`config.mk`:
```
export PLATFORM = sky130hd
export DESIGN_NAME = wb_cmd_sequencer
export DESIGN_NICKNAME = d
export VERILOG_FILES = /design/src/rtl/wb_cmd_pkg.sv /design/src/rtl/wb_cmd_fifo.sv /design/src/rtl/wb_cmd_sequencer.sv
export SDC_FILE = /design/constraint.sdc
export NUM_CORES = 1
export LEC_CHECK = 0
export BUFFER_PORTS_ARGS = -buffer_cell sky130_fd_sc_hd__buf_2
export CAP_MARGIN = 20
export CORE_AREA = 2 2 113 104
export CTS_BUF_LIST = sky130_fd_sc_hd__clkbuf_8
export DETAILED_ROUTE_END_ITERATION = 8
export DIE_AREA = 0 0 115 106
export PLACE_DENSITY = 0.72
export SLEW_MARGIN = 0
export SYNTH_ARGS = -nofsm -noshare
export SYNTH_HDL_FRONTEND = slang
export SYNTH_SLANG_ARGS = --single-unit
```
`constraint.sdc`:
```
create_clock -name clk_i -period 2.4 [get_ports clk_i]
set_clock_uncertainty 0.15 [all_clocks]
set_input_delay 0.36 -clock clk_i [delete_from_list [all_inputs] [get_ports clk_i]]
set_output_delay 0.36 -clock clk_i [all_outputs]
set_load 0.02 [all_outputs]
```
`src/rtl/wb_cmd_pkg.sv`:
```
// wb_cmd_pkg: sequencer FSM states and the queued command record.
package wb_cmd_pkg;
  // Fields are sized for the widest supported bus; the sequencer casts to its own widths.
  localparam int CMD_ADDR_W = 32;
  localparam int CMD_DATA_W = 32;
  typedef enum logic [1:0] {IDLE, REQ, WAIT_IRQ, RSP} state_t;
  typedef struct packed {
    logic [CMD_ADDR_W-1:0] addr;
    logic [CMD_DATA_W-1:0] data;
    logic                  we;
    logic                  irq;
  } cmd_t;
endpackage

```
`src/rtl/wb_cmd_fifo.sv`:
```
// wb_cmd_fifo: in-order command FIFO with occupancy count and wrapping pointers.
module wb_cmd_fifo #(
  parameter int W     = 8,
  parameter int DEPTH = 8
) (
  input  logic                   clk_i,
  input  logic                   rst_i,
  input  logic                   push,
  input  logic                   pop,
  input  logic [W-1:0]           din,
  output logic [W-1:0]           dout,
  output logic [$clog2(DEPTH):0] count,
  output logic                   full,
  output logic                   empty
);
  localparam int AW = $clog2(DEPTH);
  logic [W-1:0] mem [DEPTH];
  logic [AW-1:0] wp, rp;
  logic wr, rd;
  assign full  = count == (AW+1)'(DEPTH);
  assign empty = count == '0;
  assign rd    = pop && !empty;
  assign wr    = push && (!full || rd);
  assign dout  = mem[rp];
  always_ff @(posedge clk_i or posedge rst_i) begin
    if (rst_i) begin
      wp    <= '0;
      rp    <= '0;
      count <= '0;
    end else begin
      if (wr) wp <= wp + 1'b1;
      if (rd) rp <= rp + 1'b1;
      count <= count + (AW+1)'(wr) - (AW+1)'(rd);
    end
  end
  always_ff @(posedge clk_i) begin
    if (wr) mem[wp] <= din;
  end
endmodule

```
`src/rtl/wb_cmd_sequencer.sv`:
```
// wb_cmd_sequencer: queues Wishbone commands and runs them one at a time,
// with ack timeout and optional wait for irq_i before reporting completion.
module wb_cmd_sequencer
  import wb_cmd_pkg::*;
#(
  parameter int ADDR_W      = 2,
  parameter int DATA_W      = 8,
  parameter int DEPTH       = 8,
  parameter int ACK_TIMEOUT = 255
) (
  input  logic                   clk_i,
  input  logic                   rst_i,
  input  logic                   push_valid_i,
  output logic                   push_ready_o,
  input  logic [ADDR_W-1:0]      push_addr_i,
  input  logic [DATA_W-1:0]      push_data_i,
  input  logic                   push_we_i,
  input  logic                   push_irq_i,
  output logic                   rsp_valid_o,
  output logic [DATA_W-1:0]      rsp_data_o,
  output logic                   rsp_err_o,
  output logic                   cyc_o,
  output logic                   stb_o,
  output logic                   we_o,
  output logic [ADDR_W-1:0]      adr_o,
  output logic [DATA_W-1:0]      dat_o,
  input  logic [DATA_W-1:0]      dat_i,
  input  logic                   ack_i,
  input  logic                   irq_i,
  output logic                   busy_o,
  output logic [$clog2(DEPTH):0] count_o
);
  localparam int TW = $clog2(ACK_TIMEOUT + 1);
  state_t state, state_n;
  cmd_t push_cmd, head_cmd;
  logic full, empty, pop, irq_q, tmo_hit;
  logic [TW-1:0] tmo;
  logic [DATA_W-1:0] cap_data, rsp_d;
  logic cap_err, rsp_e;
  assign push_cmd = '{addr: CMD_ADDR_W'(push_addr_i), data: CMD_DATA_W'(push_data_i),
                      we: push_we_i, irq: push_irq_i};
  wb_cmd_fifo #(.W($bits(cmd_t)), .DEPTH(DEPTH)) u_fifo (
    .clk_i (clk_i),
    .rst_i (rst_i),
    .push  (push_valid_i && push_ready_o),
    .pop   (pop),
    .din   (push_cmd),
    .dout  (head_cmd),
    .count (count_o),
    .full  (full),
    .empty (empty)
  );
  assign push_ready_o = !full;
  assign pop          = state == IDLE && !empty;
  assign busy_o       = state != IDLE || !empty;
  assign rsp_valid_o  = state == RSP;
  assign stb_o        = cyc_o;
  assign tmo_hit      = tmo == TW'(ACK_TIMEOUT - 1);
  // The result is staged in cap_* so the visible rsp_* only change on entry to RSP.
  always_comb begin
    state_n = state;
    rsp_d   = cap_data;
    rsp_e   = cap_err;
    if (pop) state_n = REQ;
    if (state == REQ && ack_i) begin
      state_n = irq_q ? WAIT_IRQ : RSP;
      rsp_d   = we_o ? '0 : dat_i;
      rsp_e   = 1'b0;
    end else if (state == REQ && tmo_hit) begin
      state_n = RSP;
      rsp_d   = '0;
      rsp_e   = 1'b1;
    end
    if (state == WAIT_IRQ && irq_i) state_n = RSP;
    if (state == RSP) state_n = IDLE;
  end
  always_ff @(posedge clk_i or posedge rst_i) begin
    if (rst_i) begin
      state      <= IDLE;
      cyc_o      <= 1'b0;
      we_o       <= 1'b0;
      adr_o      <= '0;
      dat_o      <= '0;
      irq_q      <= 1'b0;
      tmo        <= '0;
      cap_data   <= '0;
      cap_err    <= 1'b0;
      rsp_data_o <= '0;
      rsp_err_o  <= 1'b0;
    end else begin
      state    <= state_n;
      cap_data <= rsp_d;
      cap_err  <= rsp_e;
      tmo      <= state == REQ ? tmo + 1'b1 : '0;
      if (pop) begin
        cyc_o <= 1'b1;
        we_o  <= head_cmd.we;
        adr_o <= ADDR_W'(head_cmd.addr);
        dat_o <= DATA_W'(head_cmd.data);
        irq_q <= head_cmd.irq;
      end
      if (state == REQ && state_n != REQ) cyc_o <= 1'b0;
      if (state_n == RSP && state != RSP) begin
        rsp_data_o <= rsp_d;
        rsp_err_o  <= rsp_e;
      end
    end
  end
endmodule

```
==> metrics.md <==
| Metric | Value |
|---|---|
| HPWL after DPL | `approximately 6.6 mm` |
| GRT Total Usage | `a little under a fifth` |
| Status | `finished, final reports clean` |
| Final layout net count | `about 450` |
| Slew HR | `47.5%` |
| Detailed Routing Iterations Pass 1 | `4` |
| Antenna Nets Post-Route | `0` |
| Clock buffer count from CTS | `17` |
| Final Setup Violations | `0` |
| CTS tree | `built` |
| Peak fanout along the critical path | `4` |
| Largest net degree at the start of global routing | `52` |
| Sequential power share | `between 40% and 50%` |
| CP Capture Type | `flop` |
| Grt ovf | `0` |
| Pint | `approximately 5.6 mW` |
| Worst hold margin | `around 0.041 ns` |
| Most frequent CP cell | `inv_1` |
| Worst Hold End | `u_fifo.mem[1][9]` |
| Psw | `~3 mW` |
| Slew Viols, Final | `0` |
| Rows | `37` |
| Tcrit/Tclk final | `98.1%` |
| Worst reg2reg endpoint | `u_fifo.count[1]` |
| Mapped Nets | `roughly 380` |
| DR WL/cell | `around 18 um` |
| Worst Hold Launch | `push_data_i[7]` |
| CP startpoint | `u_fifo.count[2]` |
| Worst Setup Start Kind | `flop` |
| Vias in the first global route | `between 3,000 and 4,000` |
| WP data required | `2.59 ns` |
| Switching Share | `between 30% and 40%` |
| Post-synthesis cell count | `345` |
| Clock power frac | `21.5%` |
| Core Box Area | `about 0.011 sq mm` |
| Skew-Pair Late Insertion Delay | `roughly 0.44 ns` |
| Top area cells in the synthesized netlist | `edfxtp_1 (49%), dfrtp_1 (22%), mux4_2 (9.2%)` |
| Vias per cell | `between 5 and 6` |
| Yosys reg bits | `147` |
| # port buffers | `between 50 and 60` |
| Initial DRC Count | `approximately 330` |
| Number of synthesized flops with an enable pin | `96` |
| CTS Sinks | `approximately 150` |
| CTS Root Cell | `clkbuf_8` |
| Cell Area, Placed | `between 0.006 and 0.007 sq mm` |
| Critical path arrival | `between 2 and 3 ns` |
| Filler instances | `a little over 800` |
| R2R Setup Slk | `between 0.04 and 0.05 ns` |
| Layout Utilization | `61.7%` |
| Post-synth cell types | `38` |
| Vias post-DR | `3,122` |
| Max incr delay on CP | `0.48 ns` |
| Die Wd | `115 um` |
| Tightest Pin Transition | `around 0.79 ns` |
| I/O Pins | `54` |
| Worst path slowest cell | `fa_1` |
| Synthesized area | `around 0.0059 sq mm` |
| Worst r2r path cells | `11` |
| Layout cells sized above 1 | `36.3%` |
| Tmin final | `about 2.4 ns` |
| RSZ-0062 raised after global routing | `yes` |
| First-pass GRT wire length | `~17 mm` |
| Die height | `about 110 um` |
| Peak supply drop | `0.000733 V` |
| Synthesis Warnings | `0` |
| Post-Route WL | `about 10 mm` |
| Area Growth Syn to Fin | `16.4%` |
| Reg area | `between 0.004 and 0.005 sq mm` |
| Clk buf depth | `2` |
| Full die area | `0.0122 sq mm` |
| Synth area leader | `edfxtp_1` |
| Top_reg_cell synth | `edfxtp_1` |
| Hold Crit Class | `input pin to flop` |
| Final Cell Area | `approximately 0.0069 sq mm` |
| DRC Markers | `0` |
| Post-synth top area share | `between 40% and 50%` |
| Max-Cap Viols | `0` |
| Final Hold Fails | `0` |
| Hold path cells | `1` |
| Setup CP Type | `flop to flop` |
| CP cell instances | `inv_2, ha_2, nor3b_4, nand2b_4, inv_4, ha_1, inv_1, ha_2, inv_1, fa_1, inv_1` |
| Syn_area_per_cell | `~17 sq um` |
| Number of antenna violations at the first check in global routing | `0` |
| Reg2reg start | `u_fifo.count[2]` |
| Async SR Flop Fraction | `34.7%` |
| GPL Wtd Cong | `about 0.77` |
| Combinational Power Share | `between 30% and 40%` |
| Leakage power | `approximately 2.6 nW` |
| Post-synthesis sequential area ratio | `between 70% and 80%` |
| Achievable Freq | `approximately 420 MHz` |
| Antenna diodes | `0` |
| Reg clk slew, reported paths | `about 0.09 ns` |
| H-tree Lvls | `4` |
| Initial Util | `53.0%` |
| Power Density | `1240 mW/mm^2` |
| Multi-input logic area | `~0.0017 sq mm` |
-- per-layer routing --
layer	wire length (um)	part of all wire, %	vias up	track usage [%]
li1	-	-	1455	-
met1	4580	44	1577	24.1
met2	5230	50	71	29.4
met3	416	4.0	19	6.16
met4	178	1.7	0	6.63
met5	0	0	-	0
-- critical path, delay by kind of cell (launching register included) --
family        cells  cell delay, ns
fa+ha+maj         4            1.07
buf+inv           5            0.26
flops             1            0.41
simple gates      2            0.35
-- through the flow --
stage / TNS, ns / setup slack, ns / instances / power [mW]
3_3_place_gp: 0 / 0.125 / 532 / 6.62
6_report: 0 / 0.0453 / 566 / 8.53
4_1_cts: 0 / 0.0421 / 565 / 8.57
3_5_place_dp: 0 / 0.0575 / 532 / 6.73
2_1_floorplan: 0 / 0.0154 / 345 / 5.85
5_1_grt: -0.971 / -0.0664 / 566 / 9.07
-- kinds of logic after synthesis --
group	after synthesis	synth area share, %
buffers and inverters	27	2.00
DFF	147	70.6
AOI/OAI and AO/OA	30	3.80
and+or+nand+nor	72	6.22
muxes	46	13.1
xor gates and xnor gates	12	1.78
adders and majority gates	11	2.46
-- power groups by stage --
| stage | combinational (mW) | sequential, mW | clock (mW) |
|---|---|---|---|
| final | 3.01 | 3.69 | 1.84 |
| after global routing | 3.33 | 3.75 | 2.00 |
| after CTS | 3.01 | 3.68 | 1.88 |
| after detailed placement | 3.00 | 3.73 | 0 |
| after global placement | 2.92 | 3.70 | 0 |
| after floorplan | 1.93 | 3.92 | 0 |
-- cells in the mapped netlist (5+ instances only) --
library cell,n
edfxtp_1,96
ha_1,10
a221o_1,7
xor2_1,7
nor2_1,15
o21ai_0,15
nand2b_1,6
nand3_1,5
inv_1,12
mux4_2,24
mux2_2,10
clkbuf_1,5
mux2i_1,12
dfrtp_1,51
nand2_1,23
xnor2_1,5
and2_1,8
-- repair_timing --
item,in CTS,in global routing
gates resized for setup,0,7
setup buffers,0,1
endpoints found under the setup margin,0,27
hold endpoints to repair,51,0
hold buffers,1,0
-- worst max-delay path by stage --
stage                       endpoint  slack, ns  depth (start not counted)
floorplan           u_fifo.mem[2][0]       0.02                          7
global placement     u_fifo.count[2]       0.12                         11
detailed placement   u_fifo.count[1]       0.06                         11
CTS                  u_fifo.count[1]       0.04                         11
global route         u_fifo.count[2]      -0.07                         11
finish               u_fifo.count[1]       0.05                         11
-- sequential cells by signal, indices dropped and copies added, names as in the netlist, 2 cells and up --
signal,cells
u_fifo.mem,96
cap_data,8
dat_o,8
rsp_data_o,8
tmo,8
u_fifo.count,4
u_fifo.rp,3
u_fifo.wp,3
adr_o,2
state,2
-- final cells by class --
type	count	share of cell area, %
inverters	12	0.693
clock inverters	15	2.17
flip-flops and latches	147	60.7
well taps	136	2.48
repair buffers	68	6.09
clock buffers	17	3.41
multi-input cells	171	24.5
-- placed cells by master, fill, tap and decap left out, types with 5 or more instances in the layout --
master,count
mux4_2,24
nand3_1,5
nor2_1,9
a221o_1,7
nand2b_1,5
mux2_2,10
buf_4,11
xor2_1,7
ha_1,8
inv_6,5
nor2_2,6
clkbuf_8,17
buf_2,53
xnor2_1,5
and2_1,8
nand2_1,23
edfxtp_1,96
inv_1,9
mux2i_1,12
dfrtp_1,49
o21ai_0,15
Power figures use the tool's default switching activity.
